File: src/rtl/fifo_uart_drain_if.sv
// FIFO read-port bundle between the 16x8 FIFO and its UART drain.
// The master side owns the pop strobe; the slave side is the FIFO.
interface fifo_uart_drain_if;
   logic       fifo_empty;
   logic       fifo_wr;
   logic [7:0] fifo_data;
   logic       fifo_rd;

   modport master (
      input  fifo_empty,
      input  fifo_wr,
      input  fifo_data,
      output fifo_rd
   );

   modport slave (
      output fifo_empty,
      output fifo_wr,
      output fifo_data,
      input  fifo_rd
   );
endinterface

File: src/rtl/fifo_uart_drain.sv
// Pops one byte at a time from the FIFO and shifts it out as a UART frame
// (start, 8 data LSB first, optional even parity, stop); counts completed frames.
module fifo_uart_drain #(
   parameter int unsigned CLKS_PER_BIT = 16,
   parameter bit          PARITY_EN    = 1'b0
) (
   input  logic                     clk,
   input  logic                     rst,
   fifo_uart_drain_if.master        fifo,
   input  logic                     tx_en,
   output logic                     tx,
   output logic                     busy,
   output logic [15:0]              byte_cnt
);

   typedef enum logic [2:0] {
      IDLE, POP, LOAD, START, DATA, PARITY, STOP
   } state_t;

   localparam logic [15:0] BAUD_LAST = 16'(CLKS_PER_BIT - 1);

   state_t      state_q;
   logic [15:0] baud_q;
   logic [2:0]  bit_q;
   logic [7:0]  shift_q;
   logic        parity_q;
   logic        dropped_q;
   logic        tx_q;
   logic        rd_q;
   logic        busy_q;
   logic [15:0] cnt_q;
   logic        baud_done;

   assign baud_done = (baud_q == BAUD_LAST);

   assign fifo.fifo_rd = rd_q;
   assign tx           = tx_q;
   assign busy         = busy_q;
   assign byte_cnt     = cnt_q;

   // NOTE: every register here is updated with <= so all decisions see pre-edge values.
   always_ff @(posedge clk or negedge rst) begin
      if (!rst) begin
         state_q   <= IDLE;
         baud_q    <= 16'd0;
         bit_q     <= 3'd0;
         shift_q   <= 8'd0;
         parity_q  <= 1'b0;
         dropped_q <= 1'b0;
         tx_q      <= 1'b1;
         rd_q      <= 1'b0;
         busy_q    <= 1'b0;
         cnt_q     <= 16'd0;
      end else begin
         rd_q <= 1'b0;
         case (state_q)
            IDLE: begin
               if (tx_en && !fifo.fifo_empty) begin
                  state_q <= POP;
                  rd_q    <= 1'b1;
                  busy_q  <= 1'b1;
               end
            end
            POP: begin
               // A concurrent write or an empty FIFO means the FIFO ignored our pop.
               dropped_q <= fifo.fifo_wr | fifo.fifo_empty;
               state_q   <= LOAD;
            end
            LOAD: begin
               if (dropped_q) begin
                  state_q <= IDLE;
                  busy_q  <= 1'b0;
               end else begin
                  shift_q  <= fifo.fifo_data;
                  parity_q <= ^fifo.fifo_data;
                  tx_q     <= 1'b0;
                  baud_q   <= 16'd0;
                  state_q  <= START;
               end
            end
            START: begin
               if (baud_done) begin
                  baud_q  <= 16'd0;
                  bit_q   <= 3'd0;
                  tx_q    <= shift_q[0];
                  state_q <= DATA;
               end else begin
                  baud_q <= baud_q + 16'd1;
               end
            end
            DATA: begin
               if (baud_done) begin
                  baud_q <= 16'd0;
                  if (bit_q == 3'd7) begin
                     if (PARITY_EN) begin
                        tx_q    <= parity_q;
                        state_q <= PARITY;
                     end else begin
                        tx_q    <= 1'b1;
                        state_q <= STOP;
                     end
                  end else begin
                     bit_q   <= bit_q + 3'd1;
                     shift_q <= shift_q >> 1;
                     tx_q    <= shift_q[1];
                  end
               end else begin
                  baud_q <= baud_q + 16'd1;
               end
            end
            PARITY: begin
               if (baud_done) begin
                  baud_q  <= 16'd0;
                  tx_q    <= 1'b1;
                  state_q <= STOP;
               end else begin
                  baud_q <= baud_q + 16'd1;
               end
            end
            STOP: begin
               if (baud_done) begin
                  baud_q  <= 16'd0;
                  cnt_q   <= cnt_q + 16'd1;
                  busy_q  <= 1'b0;
                  state_q <= IDLE;
               end else begin
                  baud_q <= baud_q + 16'd1;
               end
            end
            default: begin
               state_q <= IDLE;
               tx_q    <= 1'b1;
               busy_q  <= 1'b0;
            end
         endcase
      end
   end

endmodule

File: src/flat_wrapper.sv
// flat-port wrapper written by rule: the top's interface ports become plain ports
module fifo_uart_drain_flat 
#(
   parameter int unsigned CLKS_PER_BIT = 16,
   parameter bit          PARITY_EN    = 1'b0
)
  (clk, rst, tx_en, tx, busy, byte_cnt, fifo_fifo_empty, fifo_fifo_wr, fifo_fifo_data, fifo_fifo_rd);
  fifo_uart_drain_if fifo_i ();
  input  logic clk;
  input  logic rst;
  input  logic tx_en;
  output logic tx;
  output logic busy;
  output logic [15:0] byte_cnt;
  input wire logic [$bits(fifo_i.fifo_empty)-1:0] fifo_fifo_empty;
  input wire logic [$bits(fifo_i.fifo_wr)-1:0] fifo_fifo_wr;
  input wire logic [$bits(fifo_i.fifo_data)-1:0] fifo_fifo_data;
  output wire logic [$bits(fifo_i.fifo_rd)-1:0] fifo_fifo_rd;
  assign fifo_i.fifo_empty = fifo_fifo_empty;
  assign fifo_i.fifo_wr = fifo_fifo_wr;
  assign fifo_i.fifo_data = fifo_fifo_data;
  assign fifo_fifo_rd = fifo_i.fifo_rd;
  fifo_uart_drain #(.CLKS_PER_BIT(CLKS_PER_BIT), .PARITY_EN(PARITY_EN)) u_core (.clk(clk), .rst(rst), .fifo(fifo_i), .tx_en(tx_en), .tx(tx), .busy(busy), .byte_cnt(byte_cnt));
endmodule
File: config.mk
export PLATFORM = sky130hd
export DESIGN_NAME = fifo_uart_drain_flat
export DESIGN_NICKNAME = d
export VERILOG_FILES = /design/src/rtl/fifo_uart_drain_if.sv /design/src/rtl/fifo_uart_drain.sv /design/src/flat_wrapper.sv
export SDC_FILE = /design/constraint.sdc
export NUM_CORES = 1
export LEC_CHECK = 0
export ABC_AREA = 1
export CAP_MARGIN = 10
export CORE_ASPECT_RATIO = 0.6
export CORE_MARGIN = 2
export CORE_UTILIZATION = 61
export CTS_CLUSTER_SIZE = 30
export DETAILED_ROUTE_END_ITERATION = 12
export GPL_ROUTABILITY_DRIVEN = 1
export GPL_TIMING_DRIVEN = 0
export PLACE_DENSITY = 0.93
export SLEW_MARGIN = 10
export SYNTH_ARGS = -nofsm -noshare
export SYNTH_HDL_FRONTEND = slang
export SYNTH_SLANG_ARGS = --single-unit
File: constraint.sdc
create_clock -name clk -period 5.1 [get_ports clk]
set_clock_uncertainty 0.05 [all_clocks]
set_input_delay 1.02 -clock clk [delete_from_list [all_inputs] [get_ports clk]]
set_output_delay 1.02 -clock clk [all_outputs]
set_load 0.01 [all_outputs]
**Word level (Yosys, flattened, before mapping)**

Index checks and enable logic that the tools add are counted.

- $add $sub $neg: 3
- Eq/ne operators: 17
- Multiplexer cells: 30
- Bitwise operators: 3
- Reductions and logical operators: 16

Operators by type and width:

| kind | count |
|---|---|
| $add 16x1->16 const B | 2 |
| $mux 16 | 2 |
| $pmux 16 s2 | 1 |
| $mux 3 | 8 |
| $mux 8 | 3 |
| $pmux 3 s7 | 1 |
| $eq 16x4->1 const B | 1 |
| $pmux 8 s2 | 1 |
| $ne 2x1->1 const B | 7 |
| $eq 3x3->1 const B | 4 |
| $reduce_and 4->1 | 3 |
| $mux 1 | 10 |
| $reduce_or 4->1 | 2 |
| $eq 3x2->1 const B | 2 |
| $pmux 3 s2 | 1 |
| $reduce_and 6->1 | 1 |
| $reduce_bool 2->1 | 3 |
| $pmux 1 s5 | 1 |
| $reduce_and 5->1 | 1 |
| $ne 2x2->1 const B | 2 |
| $pmux 1 s4 | 1 |
| $reduce_and 2->1 | 2 |
| $add 3x1->3 const B | 1 |
| $eq 3x1->1 const B | 1 |
| 7 further kinds | 8 |

- Flip-flop bits (word level): 50
- Input bits: 13
- Output and inout port bits: 19
- Logic and storage cells: 78

**Depth between registers and ports, before layout**

- Word-level depth: 4
- Gate-level depth with buffers: 10

**Least setup slack after synthesis**

No wires, ideal clock.

- Path kind: input -> register
- Start: input fifo_fifo_empty
- End: register u_core.state_q[0]
- Library setup time: 0.117 ns
- Data arrival time: 1.501 ns
- Required time: 4.933 ns
- Slack: 3.432 ns
- Stages: 8
- Buffers on the path: 0
- Path through: inv_1 -> nand2_1 -> nand2_1 -> o21ai_0 -> inv_1 -> nand2_1 -> nand2_1 -> nand2_1

- Longest elaborated chain between the ends: 4

Ends and longest elaborated chain:

| what | line | text |
|---|---|---|
| start, declared | flat_wrapper.sv:15 | `input wire logic [$bits(fifo_i.fifo_empty)-1:0] fifo_fifo_empty;` |
| $logic_not 1->1 | fifo_uart_drain.sv:58 | `if (tx_en && !fifo.fifo_empty) begin` |
| $logic_and 1x1->1 | fifo_uart_drain.sv:58 |  |
| $ne 2x1->1 (no source line) | -- |  |
| $reduce_and 6->1 (no source line) | -- |  |
| end signal, assigned | fifo_uart_drain.sv:59 | `state_q <= POP;` |
| end signal, assigned | fifo_uart_drain.sv:67 | `state_q <= LOAD;` |
| end signal, assigned | fifo_uart_drain.sv:71 | `state_q <= IDLE;` |
| end, declared | fifo_uart_drain.sv:22 | `state_t state_q;` |

Every way passes these cells.
A chain may end at the register's enable or synchronous reset.

**Worst setup path in the final report**

- Start: register u_core.tx_q, in the netlist u_core.tx
- End: output tx

RTL lines:

| what | line | text |
|---|---|---|
| start, declared | fifo_uart_drain.sv:28 | `logic tx_q;` |
| start signal, assigned | fifo_uart_drain.sv:85 | `tx_q <= shift_q[0];` |
| start signal, assigned | fifo_uart_drain.sv:96 | `tx_q <= parity_q;` |
| start signal, assigned | fifo_uart_drain.sv:105 | `tx_q <= shift_q[1];` |
| end, declared | flat_wrapper.sv:12 | `output logic tx;` |

No word-level cell between the ends.

==> impl_metrics.yaml <==
placed_design:
  post_dp_cell_area_sq_um: 3400
  place.gp.congestion: 0.971
  numPortBuffers: 31
  dp_cells: 530
  hpwl_mm: 5.79
  place_ws_ps: 2840
global_route:
  grt_pass1_wl_mm: 13.1
  grt_overflow: 0
  grt_max_degree: 27
  antenna_found_initial: 0
  grtUsageTotal_pct: 31.6
  grt_pass1_vias: 2769
floorplan:
  fp-row-count: 19
  io_pins: 32
  die_width_um: 94.4
  chipHeight_um: 58.2
  die_area_sq_um: 5500
  initial_core_util_pct: 64.5
  core_sq_um: 4640
flow_run:
  max_cap_violations: 0
cells_and_area:
  finalNonFillerCells: 538
  syn_to_final_growth_pct: 16.6
  final_cell_mix: "194 x nand2_1, 49 x dfrtp_1, 47 x nor2_1"
  layout_commonest_cell: "nand2_1"
  layout-drive-gt1-share_pct: 6.32
  finalInstanceArea_sq_um: 3490
  antenna_cells: 0
  final_nets: 491
setup_path:
  crit_buf_inv: 1
  critPathMaxStageDelay_ps: 550
  cp.required_ps: 4030
  worstReg2RegStart: "u_core.baud_q[0]"
  path_delay_family: "buffers and inverters"
  startpoint: "u_core.tx"
  end_kind: "output port"
  critPathLaunchType: "register"
  crit_path_cell_trace: "clkdlybuf4s50_1"
  reg2regPathDepth: 8
  crit_type: "register to output port"
  path_depth: 1
  reg2reg_to: "u_core.shift_q[0]"
  path_max_fanout: 2
  slowest_stage: "clkdlybuf4s50_1"
  critPathArrivalTime_ps: 1410
  cp-endpoint: "tx"
  r2r_slack_ps: 3030
synth:
  avgSynthCellArea_sq_um: 6.88
  ys_types: 26
  syn_inst: 435
  syn_nets: 452
  synth_seq_cells: 50
  netlist_area_sq_um: 2990
  synth-seq-area-share_pct: 41.9
  ys_warn_count: 0
sta:
  period_needed_ps: 2480
  tightest_slew_ps: 621
  timing.fmax_mhz: 404
  setup_slack_ps: 2620
  tns_ps: 0
  drv_slew: 0
  period_share_pct: 48.6
  relSlewSlack_pct: 58.6
  final_hold_viol_count: 0
  rsz0062_at_grt: "false"
  setup_viol: 0
worst_hold_path:
  min_path_type: "register to register"
  hold_path_depth: 2
drt:
  route.detailed.drc: 0
  firstDrtPassIters: 6
  via_count: 3102
  vias_per_cell: 5.77
  post_drt_wl_per_cell_um: 14.8
  drtIter0Drc: 378
  final_antenna_net_count: 0
  wirelength_mm: 7.98
clock_network:
  holdBufCountCts: 0
  cts_tree: "built"
  post_cts_resized: 0
  htreeDepth: 2
  post_cts_buffers: 0
  clk_latency_ps: 320
  clk_transition_reported_paths_ps: 90
  cts_root_buffer: "clkbuf_8"
  clk_path_buf_depth: 2
  cts_buffers: 5
  cts.sinks: 50
power:
  power_density_nw_per_um2: 363
  ir_worst_vdd_uv: 264
  power_uw: 1270
  p_leak_uw: 0.00174
outcome:
  status: "complete, no violations"
## logic make-up after synthesis
| group | synth area share (%) |
|---|---|
| xor gates and xnor gates | 2.93 |
| buffers and inverters | 5.52 |
| DFF | 41.9 |
| AOI/OAI and AO/OA | 4.52 |
| and+or+nand+nor | 43.5 |
| adders and majority gates | 1.67 |
## per-stage QoR
step                utilization (%)  hold WS [ps]
floorplan                         -           392
global placement               72.9           404
detailed placement             73.3           412
CTS                            75.2           437
global route                   75.2           454
finish                         75.2           437
## area by class of cell
type                    instances  area (sq um)
inverters                      35           131
flip-flops and latches         50          1250
clock inverters                 1          5.00
plain buffers                   5          33.8
well taps                      63          78.8
repair buffers                 32           325
multi-input cells             345          1570
fillers                       365          1150
clock buffers                   7          86.3
## Yosys cell counts
library cell	number	area share (%)
and2_1	1	0.21
o21ai_0	15	2.5
o21bai_1	2	0.50
or2_2	1	0.21
nor3_1	3	0.50
nand3_2	2	0.67
nand3_4	2	1.2
nand3b_1	2	0.50
nand2_2	1	0.21
nand2_1	194	24
nand3_1	34	5.7
nand4_1	16	3.3
ha_1	4	1.7
a21oi_1	1	0.17
dfrtp_1	49	41
xor2_1	3	0.88
o21ai_1	8	1.3
inv_2	7	0.88
dfstp_2	1	0.88
buf_2	3	0.50
xnor2_1	7	2.0
nor2_1	47	5.9
inv_1	28	3.5
buf_6	1	0.38
nor2_4	2	0.75
buf_4	1	0.25
## worst min path at each step
stage,start,end,slack (ps)
3_3_place_gp,u_core.shift_q[2],u_core.shift_q[2],400
4_1_cts,u_core.shift_q[2],u_core.shift_q[2],440
3_5_place_dp,u_core.shift_q[3],u_core.shift_q[3],410
5_1_grt,u_core.shift_q[2],u_core.shift_q[2],450
6_report,u_core.shift_q[2],u_core.shift_q[2],440
2_1_floorplan,u_core.shift_q[0],u_core.shift_q[0],390
## report_power, final
| group | internal, uW | switching, uW |
|---|---|---|
| logic | 155 | 329 |
| registers | 469 | 64.6 |
| clock network | 110 | 137 |
## registers in the layout, indices dropped and copies added (netlist names)
register / flops
u_core.dropped_q: 1
u_core.state_q: 3
u_core.fifo.fifo_rd: 1
u_core.busy: 1
u_core.byte_cnt: 16
u_core.shift_q: 8
u_core.tx: 1
u_core.baud_q: 16
u_core.bit_q: 3
## per-layer routing
metal  part of all wire, %  global-route usage, %  vias up
met5                     0                      0        -
met4                   1.9                   11.4        0
met3                    11                   5.33       18
met2                    45                   49.4      204
met1                    42                   45.0     1409
li1                      -                      -     1471
Note: power is estimated with default switching activity, not from simulation.
